File: config.mk
export PLATFORM = sky130hd
export DESIGN_NAME = tdc_measure
export DESIGN_NICKNAME = d
export VERILOG_FILES = /design/src/rtl/tdc_measure.sv
export SDC_FILE = /design/constraint.sdc
export NUM_CORES = 1
export LEC_CHECK = 0
export ABC_AREA = 1
export CAP_MARGIN = 20
export CORE_MARGIN = 5
export CORE_UTILIZATION = 58
export CTS_CLUSTER_DIAMETER = 40
export DETAILED_ROUTE_END_ITERATION = 16
export GPL_TIMING_DRIVEN = 0
export HOLD_SLACK_MARGIN = 0.02
export PLACE_DENSITY_LB_ADDON = 0.08
export SETUP_SLACK_MARGIN = 0.2
export SLEW_MARGIN = 20
export SYNTH_ARGS = -nofsm -noshare
export SYNTH_HDL_FRONTEND = slang
export SYNTH_SLANG_ARGS = --single-unit
File: constraint.sdc
create_clock -name clk -period 8.9 [get_ports clk]
set_input_delay 1.335 -clock clk [delete_from_list [all_inputs] [get_ports clk]]
set_output_delay 1.335 -clock clk [all_outputs]
set_load 0.05 [all_outputs]
File: src/rtl/tdc_measure.sv
// -----------------------------------------------------------------------------
// tdc_measure
//
// Purpose:
//   Time-to-digital converter measurement controller. Measures the interval
//   between an asynchronous start hit and an asynchronous stop hit as a coarse
//   clk cycle count plus two fine codes. Each fine code is the popcount of a
//   thermometer snapshot taken from an external delay chain in the cycle of
//   the corresponding edge. The result is held until the consumer accepts it
//   with a valid/ready handshake.
//
// Optional feature:
//   TDC_BUBBLE_FILTER_EN - when defined, every synchronised tap bit is replaced
//   by the 3-input majority of itself and its two neighbours (virtual bit -1 =
//   1, virtual bit NUM_TAPS = 0) before the popcount. The filter is purely
//   combinational, so it adds no latency. When undefined, the raw synchronised
//   taps are counted and no filter logic exists.
//
// Parameters:
//   NUM_TAPS  delay-chain taps (4..256)
//   COARSE_W  coarse counter width (4..32)
//   FINE_W    derived fine code width, $clog2(NUM_TAPS+1)
//
// Ports:
//   clk                in   single clock, rising edge
//   reset              in   asynchronous active-high reset, clears all state
//   start              in   asynchronous start hit
//   stop               in   asynchronous stop hit
//   taps               in   thermometer snapshot, bit 0 nearest the hit
//   result_valid       out  result held and available
//   result_ready       in   consumer accepts the result
//   result_coarse      out  clk cycles from start edge to stop edge
//   result_fine_start  out  fine code captured at the start edge
//   result_fine_stop   out  fine code captured at the stop edge
//   result_overflow    out  no stop edge before coarse saturation
//   busy               out  high while a measurement is running or held
//   missed_cnt         out  saturating count of start edges ignored when busy
// -----------------------------------------------------------------------------
module tdc_measure #(
  parameter  int NUM_TAPS = 32,
  parameter  int COARSE_W = 16,
  localparam int FINE_W   = $clog2(NUM_TAPS + 1)
) (
  input  logic                clk,
  input  logic                reset,
  input  logic                start,
  input  logic                stop,
  input  logic [NUM_TAPS-1:0] taps,
  output logic                result_valid,
  input  logic                result_ready,
  output logic [COARSE_W-1:0] result_coarse,
  output logic [FINE_W-1:0]   result_fine_start,
  output logic [FINE_W-1:0]   result_fine_stop,
  output logic                result_overflow,
  output logic                busy,
  output logic [7:0]          missed_cnt
);

  typedef enum logic [1:0] {
    ST_IDLE = 2'd0,
    ST_RUN  = 2'd1,
    ST_DONE = 2'd2
  } state_t;

  genvar gi;

  // ---------------------------------------------------------------------------
  // Hit synchronisers and edge detection. Bit 0 = start, bit 1 = stop.
  // ---------------------------------------------------------------------------
  logic [1:0] hit_meta_q;
  logic [1:0] hit_s_q;
  logic [1:0] hit_prev_q;
  logic [1:0] hit_armed_q;
  logic [1:0] hit_armed_d;
  logic [1:0] hit_edge;
  logic [1:0] fill_q;
  logic [1:0] fill_d;
  logic       fill_done;

  // The synchroniser output is forced low by reset, which is not a genuine
  // observation of the input. fill_q waits out the two flop stages so that a
  // hit held high through reset is never mistaken for a fresh rising edge;
  // a channel only arms once a real low level has come through.
  assign fill_done = (fill_q == 2'd2);
  assign fill_d    = fill_done ? fill_q : fill_q + 2'd1;

  generate
    for (gi = 0; gi < 2; gi++) begin : g_hit
      assign hit_armed_d[gi] = hit_armed_q[gi] | (fill_done & ~hit_s_q[gi]);
      assign hit_edge[gi]    = hit_armed_q[gi] & hit_s_q[gi] & ~hit_prev_q[gi];
    end
  endgenerate

  always_ff @(posedge clk or posedge reset) begin
    if (reset) begin
      hit_meta_q  <= '0;
      hit_s_q     <= '0;
      hit_prev_q  <= '0;
      hit_armed_q <= '0;
      fill_q      <= '0;
    end else begin
      hit_meta_q  <= {stop, start};
      hit_s_q     <= hit_meta_q;
      hit_prev_q  <= hit_s_q;
      hit_armed_q <= hit_armed_d;
      fill_q      <= fill_d;
    end
  end

  logic start_edge;
  logic stop_edge;
  assign start_edge = hit_edge[0];
  assign stop_edge  = hit_edge[1];

  // ---------------------------------------------------------------------------
  // Tap synchroniser. Same depth as the hit path, so the taps seen in the edge
  // cycle are the ones sampled together with the hit.
  // ---------------------------------------------------------------------------
  logic [NUM_TAPS-1:0] taps_meta_q;
  logic [NUM_TAPS-1:0] taps_s_q;

  always_ff @(posedge clk or posedge reset) begin
    if (reset) begin
      taps_meta_q <= '0;
      taps_s_q    <= '0;
    end else begin
      taps_meta_q <= taps;
      taps_s_q    <= taps_meta_q;
    end
  end

  // ---------------------------------------------------------------------------
  // Optional bubble filter and popcount.
  // ---------------------------------------------------------------------------
  logic [NUM_TAPS-1:0] taps_f;

`ifdef TDC_BUBBLE_FILTER_EN
  // Pad with a 1 below bit 0 and a 0 above the top bit so the chain ends
  // behave like a clean thermometer boundary.
  logic [NUM_TAPS+1:0] taps_ext;
  assign taps_ext = {1'b0, taps_s_q, 1'b1};

  generate
    for (gi = 0; gi < NUM_TAPS; gi++) begin : g_bubble
      assign taps_f[gi] = (taps_ext[gi]   & taps_ext[gi+1]) |
                          (taps_ext[gi+1] & taps_ext[gi+2]) |
                          (taps_ext[gi]   & taps_ext[gi+2]);
    end
  endgenerate
`else
  assign taps_f = taps_s_q;
`endif

  function automatic logic [FINE_W-1:0] popcount(input logic [NUM_TAPS-1:0] v);
    logic [FINE_W-1:0] c;
    c = '0;
    for (int i = 0; i < NUM_TAPS; i++) begin
      c = c + FINE_W'(v[i]);
    end
    return c;
  endfunction

  logic [FINE_W-1:0] fine_code;
  assign fine_code = popcount(taps_f);

  // ---------------------------------------------------------------------------
  // Measurement FSM with registered outputs.
  // cnt_q holds the number of cycles elapsed since the start edge; it is
  // loaded with 1 on entry to RUN so that in stop-edge cycle M it reads M-N.
  // Saturation is reached when it reads all-ones, which is also the last
  // cycle in which a stop edge still counts as a normal stop.
  // ---------------------------------------------------------------------------
  state_t              state_q;
  logic [COARSE_W-1:0] cnt_q;
  logic [COARSE_W-1:0] cnt_d;
  logic [7:0]          missed_q;
  logic [7:0]          missed_d;
  logic                valid_q;
  logic                busy_q;
  logic                overflow_q;
  logic [COARSE_W-1:0] coarse_q;
  logic [FINE_W-1:0]   fine_start_q;
  logic [FINE_W-1:0]   fine_stop_q;
  logic                cnt_sat;

  assign cnt_d    = cnt_q + COARSE_W'(1);
  assign cnt_sat  = (cnt_q == {COARSE_W{1'b1}});
  assign missed_d = (missed_q == 8'hFF) ? missed_q : missed_q + 8'd1;

  always_ff @(posedge clk or posedge reset) begin
    if (reset) begin
      state_q      <= ST_IDLE;
      cnt_q        <= '0;
      missed_q     <= '0;
      valid_q      <= 1'b0;
      busy_q       <= 1'b0;
      overflow_q   <= 1'b0;
      coarse_q     <= '0;
      fine_start_q <= '0;
      fine_stop_q  <= '0;
    end else begin
      // Start edges while a measurement is active are only counted.
      if (start_edge && (state_q != ST_IDLE)) begin
        missed_q <= missed_d;
      end

      case (state_q)
        ST_IDLE: begin
          // Stop edges are deliberately ignored here.
          if (start_edge) begin
            state_q      <= ST_RUN;
            busy_q       <= 1'b1;
            cnt_q        <= COARSE_W'(1);
            fine_start_q <= fine_code;
          end
        end

        ST_RUN: begin
          if (stop_edge) begin
            state_q     <= ST_DONE;
            valid_q     <= 1'b1;
            coarse_q    <= cnt_q;
            fine_stop_q <= fine_code;
            overflow_q  <= 1'b0;
          end else if (cnt_sat) begin
            state_q     <= ST_DONE;
            valid_q     <= 1'b1;
            coarse_q    <= {COARSE_W{1'b1}};
            fine_stop_q <= '0;
            overflow_q  <= 1'b1;
          end else begin
            cnt_q <= cnt_d;
          end
        end

        ST_DONE: begin
          // valid_q is always high in DONE, so ready alone completes the
          // handshake; ready outside DONE has no effect.
          if (result_ready) begin
            state_q <= ST_IDLE;
            valid_q <= 1'b0;
            busy_q  <= 1'b0;
          end
        end

        default: begin
          state_q <= ST_IDLE;
          valid_q <= 1'b0;
          busy_q  <= 1'b0;
        end
      endcase
    end
  end

  assign result_valid      = valid_q;
  assign result_coarse     = coarse_q;
  assign result_fine_start = fine_start_q;
  assign result_fine_stop  = fine_stop_q;
  assign result_overflow   = overflow_q;
  assign busy              = busy_q;
  assign missed_cnt        = missed_q;

endmodule

* Word level (Yosys, flattened, before mapping)
Cells that the tools add are included.
** Storage, ports and cells
- Latch bits :: 0
- Register bits :: 131
- Bits in writable memories :: 0
- Logic and storage cells :: 107
- Memory bits (read-only) :: 0
- Output and inout port bits :: 39
- Input port bits :: 37
- Memories kept :: 0
** Operators by class
- Equal/unequal tests :: 10
- Muxes and demuxes :: 20
- Reduce and logical (&&, ||, !) cells :: 12
- $lt $le $gt $ge :: 0
- Shift operators :: 0
- $mul :: 0
- Bitwise gates (word level) :: 15
- Div/mod/pow operators :: 0
- Add/subtract/negate cells :: 34
** Operators with widths (count)
- $add A6 B1 Y6 :: 26
- $mux W16 :: 5
- $pmux W16 S2 :: 1
- $add A16 B1 Y16 const B :: 1
- $eq A16 B16 Y1 const B :: 1
- $mux W6 :: 2
- $reduce_and A3 Y1 :: 3
- $add A8 B1 Y8 const B :: 1
- $eq A8 B8 Y1 const B :: 1
- $mux W2 :: 4
- $ne A2 B2 Y1 const B :: 4
- $not A1 Y1 :: 7
- $add A5 B1 Y6 :: 1
- $and A1 B1 Y1 :: 6
- $pmux W1 S3 :: 2
- $pmux W2 S3 :: 1
- $reduce_and A2 Y1 :: 3
- $reduce_bool A2 Y1 :: 3
- $add A4 B1 Y5 :: 1
- $mux W1 :: 5
- $add A3 B1 Y4 :: 1
- $eq A2 B2 Y1 const B :: 2
- $reduce_and A4 Y1 :: 1
- $add A2 B1 Y3 :: 1
- 7 further kinds :: 8

* Longest topological paths before layout
- Word-level depth :: 32
- Depth in mapped cells :: 19
- Gate-level depth less buffers :: 19

* Worst setup path after synthesis
Ideal clock, no wire load.
- Kind :: register -> register
- Start :: reg taps_s_q[17], in the netlist taps_f[17]
- End :: reg fine_stop_q[4], in the netlist result_fine_stop[4]
- Library setup time :: 0.119 ns
- Data arrival time :: 4.334 ns
- Period minus slack after synthesis :: 4.453 ns
- Path buffers :: 0
- Data required time :: 8.781 ns
- Slack :: 4.447 ns
- Cell stages (with the launch flop) :: 18
- Cells stage by stage :: dfrtp_1 fa_1 inv_1 fa_1 fa_1 fa_1 fa_1 fa_1 inv_1 ha_1 inv_1 fa_1 o21ai_0 nand2_1 nand3_1 nand2_1 nand2_1 nand2_1
** Between the ends
- Word-level cells in the longest chain between the ends :: 16
** RTL lines
- start, declared :: line 120 : logic [NUM_TAPS-1:0] taps_s_q;
- start signal, assigned :: line 128 : taps_s_q <= taps_meta_q;
- $add A6 B1 Y6 (15 in a row) :: line 158 : c = c + FINE_W'(v[i]);
- $mux W6 :: line 219 : if (stop_edge) begin
- end signal, assigned :: line 223 : fine_stop_q <= fine_code;
- end, declared :: line 183 : logic [FINE_W-1:0] fine_stop_q;
No other way between the ends.
A chain may end at the register's enable or synchronous reset.

* Worst setup path in the final report
- Start :: reg taps_s_q[0], in the netlist taps_f[0]
- End :: reg fine_stop_q[4], in the netlist result_fine_stop[4]
** Between the ends
- Word-level cells in the longest chain between the ends :: 32
** RTL lines (line)
- $add A1 B1 Y2 :: 158
- $add A2 B1 Y3 :: 158
- $add A3 B1 Y4 :: 158
- $add A4 B1 Y5 :: 158
- $add A5 B1 Y6 :: 158
- $add A6 B1 Y6 (26 in a row) :: 158
- $mux W6 :: 219
No other way between the ends.

==> results.yml <==
clocking:
  cts_tree: "done"
  ctsResizeCount: 0
  numClockSinks: 131
  htree_levels: 4
  root_buffer: "clkbuf_8"
  clk_path_buf_depth: 2
  postCtsHoldBufs: 0
  clk_pin_slew_ns: 0.06
  clk_latency_ns: 0.51
  tritoncts.num_buffers: 17
  post_cts_buffers: 0
yosys:
  ys.warnings.count: 0
  synthCells: 535
  ys_seq_area_share_pct: 59.05
  synth_top_cell_by_area: "dfrtp_1"
  synth_edf_count: 0
  synthArstFlopShare_pct: 100.0
  synth_commonest_cells: "154 x nand2_1, 131 x dfrtp_1, 81 x inv_1, 36 x nand3_1, 24 x fa_1"
  ys_seq_elements: 131
  syn_area_um2: 5552
  synth_cell_type_count: 30
  synth_top_area_share_pct: 59.05
  syn_area_per_cell_um2: 10.38
  yosys_most_used_dff: "dfrtp_1"
  synth.most_common_cell: "nand2_1"
  yosys-top-cells-area: "dfrtp_1 59%, nand2_1 10%, fa_1 8.7%, inv_1 5.5%, nand3_1 3.2%"
  syn-num-nets: 606
global_route:
  antenna_found_initial: 0
  grt_max_degree: 82
  grt_usage_pct: 19.95
  grt_pass1_vias: 3764
  grt_overflow: 0
  grt_pass1_wl_mm: 17.66
layout:
  antenna_cells: 0
  instances_no_fill: 771
  finalInstanceArea_um2: 7073
  drive_gt1_share_pct: 8.879
  area_growth_pct: 27.41
  nets: 701
  final_core_util_pct: 76.19
floorplan:
  die-area_um2: 11630
  initial_core_util_pct: 59.80
  dieHeight_um: 107.8
  core-area_um2: 9284
  io_pins: 76
  rows: 35
  die_x_um: 107.8
setup_path:
  critical_path_class: "reg -> reg"
  cp_max_fo: 2
  crit_path_end_kind: "flop"
  crit_buf_inv: 3
  crit_required_ns: 9.30
  cp_cell_sequence: "inv_1 -> fa_1 -> fa_1 -> fa_1 -> fa_1 -> fa_1 -> fa_1 -> inv_1 -> ha_1 -> inv_1 -> fa_1 -> o21ai_0 -> nand2_1 -> nand3_1 -> nand2_1 -> nand2_1 -> nand2_1"
  cp_slowest_cell: "fa_1"
  critPathArrivalTime_ns: 5.11
  cpMostUsedCell: "fa_1"
  critPathTopFamily: "adder cells"
  cp-start-kind: "flop"
  critPathMaxStageDelay_ns: 0.57
timing:
  fin_crit_sh_pct: 52.92
  finClkSkew_ns: 0.008839
  finalSetupViolations: 0
  worstMarginPinSlew_ns: 0.5401
  hold_ws_ns: 0.3475
  fin_setup_tns_ns: 0
  slew_headroom_pct: 63.88
  timing.fmax_ghz: 0.2123
  slew_violations: 0
  finalHoldViolCount: 0
  rsz0062_at_grt: "no"
  period_minus_slack_ns: 4.709
run:
  cap_violations: 0
power_and_ir_drop:
  vdd_ir_drop_max_mv: 0.2210
  power_density_nw_per_um2: 354.6
  p_leak_nw: 3.502
route:
  drc: 0
  drtIter0Drc: 206
  antenna_left: 0
  routed_wl_mm: 10.42
  vias: 3736
  avgRoutedWirePerCell_um: 13.52
  drt_first_pass_iters: 5
  vias_per_cell: 4.846
place:
  gp_congestion: 0.8568
  io_buffers: 75
  place_hpwl_mm: 7.300
  placed_area_um2: 6496
  dp.cells: 740
run_status:
  status: "completed"
worst_hold_path:
  worstHoldPathType: "reg -> reg"
-- path summary, 6_finish.rpt --
kind	start	endpoint	slack (ns)	depth (start not counted)
min in group asynchronous	reset	hit_meta_q[1]	1.24	2
max reg2reg	taps_f[0]	result_fine_stop[4]	4.19	17
max in group asynchronous	reset	cnt_q[3]	6.93	3
min	taps_meta_q[30]	taps_f[30]	0.35	0
min reg2reg	taps_meta_q[30]	taps_f[30]	0.35	0
max	taps_f[0]	result_fine_stop[4]	4.19	17
-- registers in the layout, summed over array words and instances, names as in the netlist --
register	cells
taps_f	32
taps_meta_q	32
cnt_q	16
result_coarse	16
missed_cnt	8
result_fine_start	6
result_fine_stop	6
fill_q	2
hit_armed_q	2
hit_meta_q	2
hit_prev_q	2
hit_s_q	2
state_q	2
busy	1
result_overflow	1
result_valid	1
-- cell families after synthesis --
kind of cell    Yosys count  share of synthesized area [%]
xor+xnor                 18                          2.840
fa+ha+maj                34                          10.91
flops                   131                          59.05
compound gates           26                          2.660
simple gates            235                          17.92
buf+inv                  91                          6.626
-- cells in the final DEF (no fill, tap or decap), types with 2 or more instances in the layout --
master,Yosys,layout
nand2_1,154,154
dfrtp_1,131,131
inv_1,81,80
clkdlybuf4s50_1,0,75
nand3_1,36,36
fa_1,24,24
nor2_1,23,23
o21ai_0,16,16
clkbuf_16,0,16
or2_2,10,10
xor2_1,10,10
ha_1,10,10
xnor2_1,8,8
inv_6,0,6
a21oi_1,4,4
nand4_1,4,4
buf_2,3,3
o21ai_1,3,3
nand2_2,2,2
buf_6,2,2
buf_4,2,2
clkbuf_1,1,2
clkbuf_8,0,2
bufinv_16,0,2
clkinv_4,0,2
-- worst reg2reg max path, stage by stage, from the launching register on --
cell and delay, ns:
dfrtp_1 0.33, inv_1 0.07, fa_1 0.57, fa_1 0.45
fa_1 0.57, fa_1 0.45, fa_1 0.54, fa_1 0.41
inv_1 0.07, ha_1 0.17, inv_1 0.06, fa_1 0.39
o21ai_0 0.18, nand2_1 0.09, nand3_1 0.09, nand2_1 0.06
nand2_1 0.05, nand2_1 0.05
-- routing by layer --
layer | GRT usage, % | vias up | share of wire, % | wire length [um]
met4 | 8.927 | 0 | 2.1 | 218
met2 | 33.53 | 113 | 50 | 5230
met3 | 4.919 | 18 | 6.1 | 636
met5 | 0 | - | 0 | 0
li1 | - | 1815 | - | -
met1 | 24.41 | 1790 | 42 | 4335
-- layout make-up --
class	count	area (um2)
well taps	129	161.4
inverters	83	316.6
flip-flops and latches	131	3278
fillers	633	2211
plain buffers	8	56.30
repair buffers	76	778.2
clock inverters	12	145.1
clock buffers	19	431.7
multi-input cells	313	1906
-- power breakdown --
part	internal [mW]	switching (mW)	leakage, nW
combinational	0.392	0.683	1.63
sequential	0.695	0.0655	1.59
clock	0.411	0.262	0.282
-- stage by stage --
stage / power (mW) / setup WS [ns]
after floorplan: 1.534 / 4.067
after global placement: 1.806 / 2.544
after detailed placement: 1.835 / 4.191
after CTS: 2.533 / 4.157
after global routing: 2.680 / 3.940
final: 2.508 / 4.191
Power figures use the tool's default switching activity.
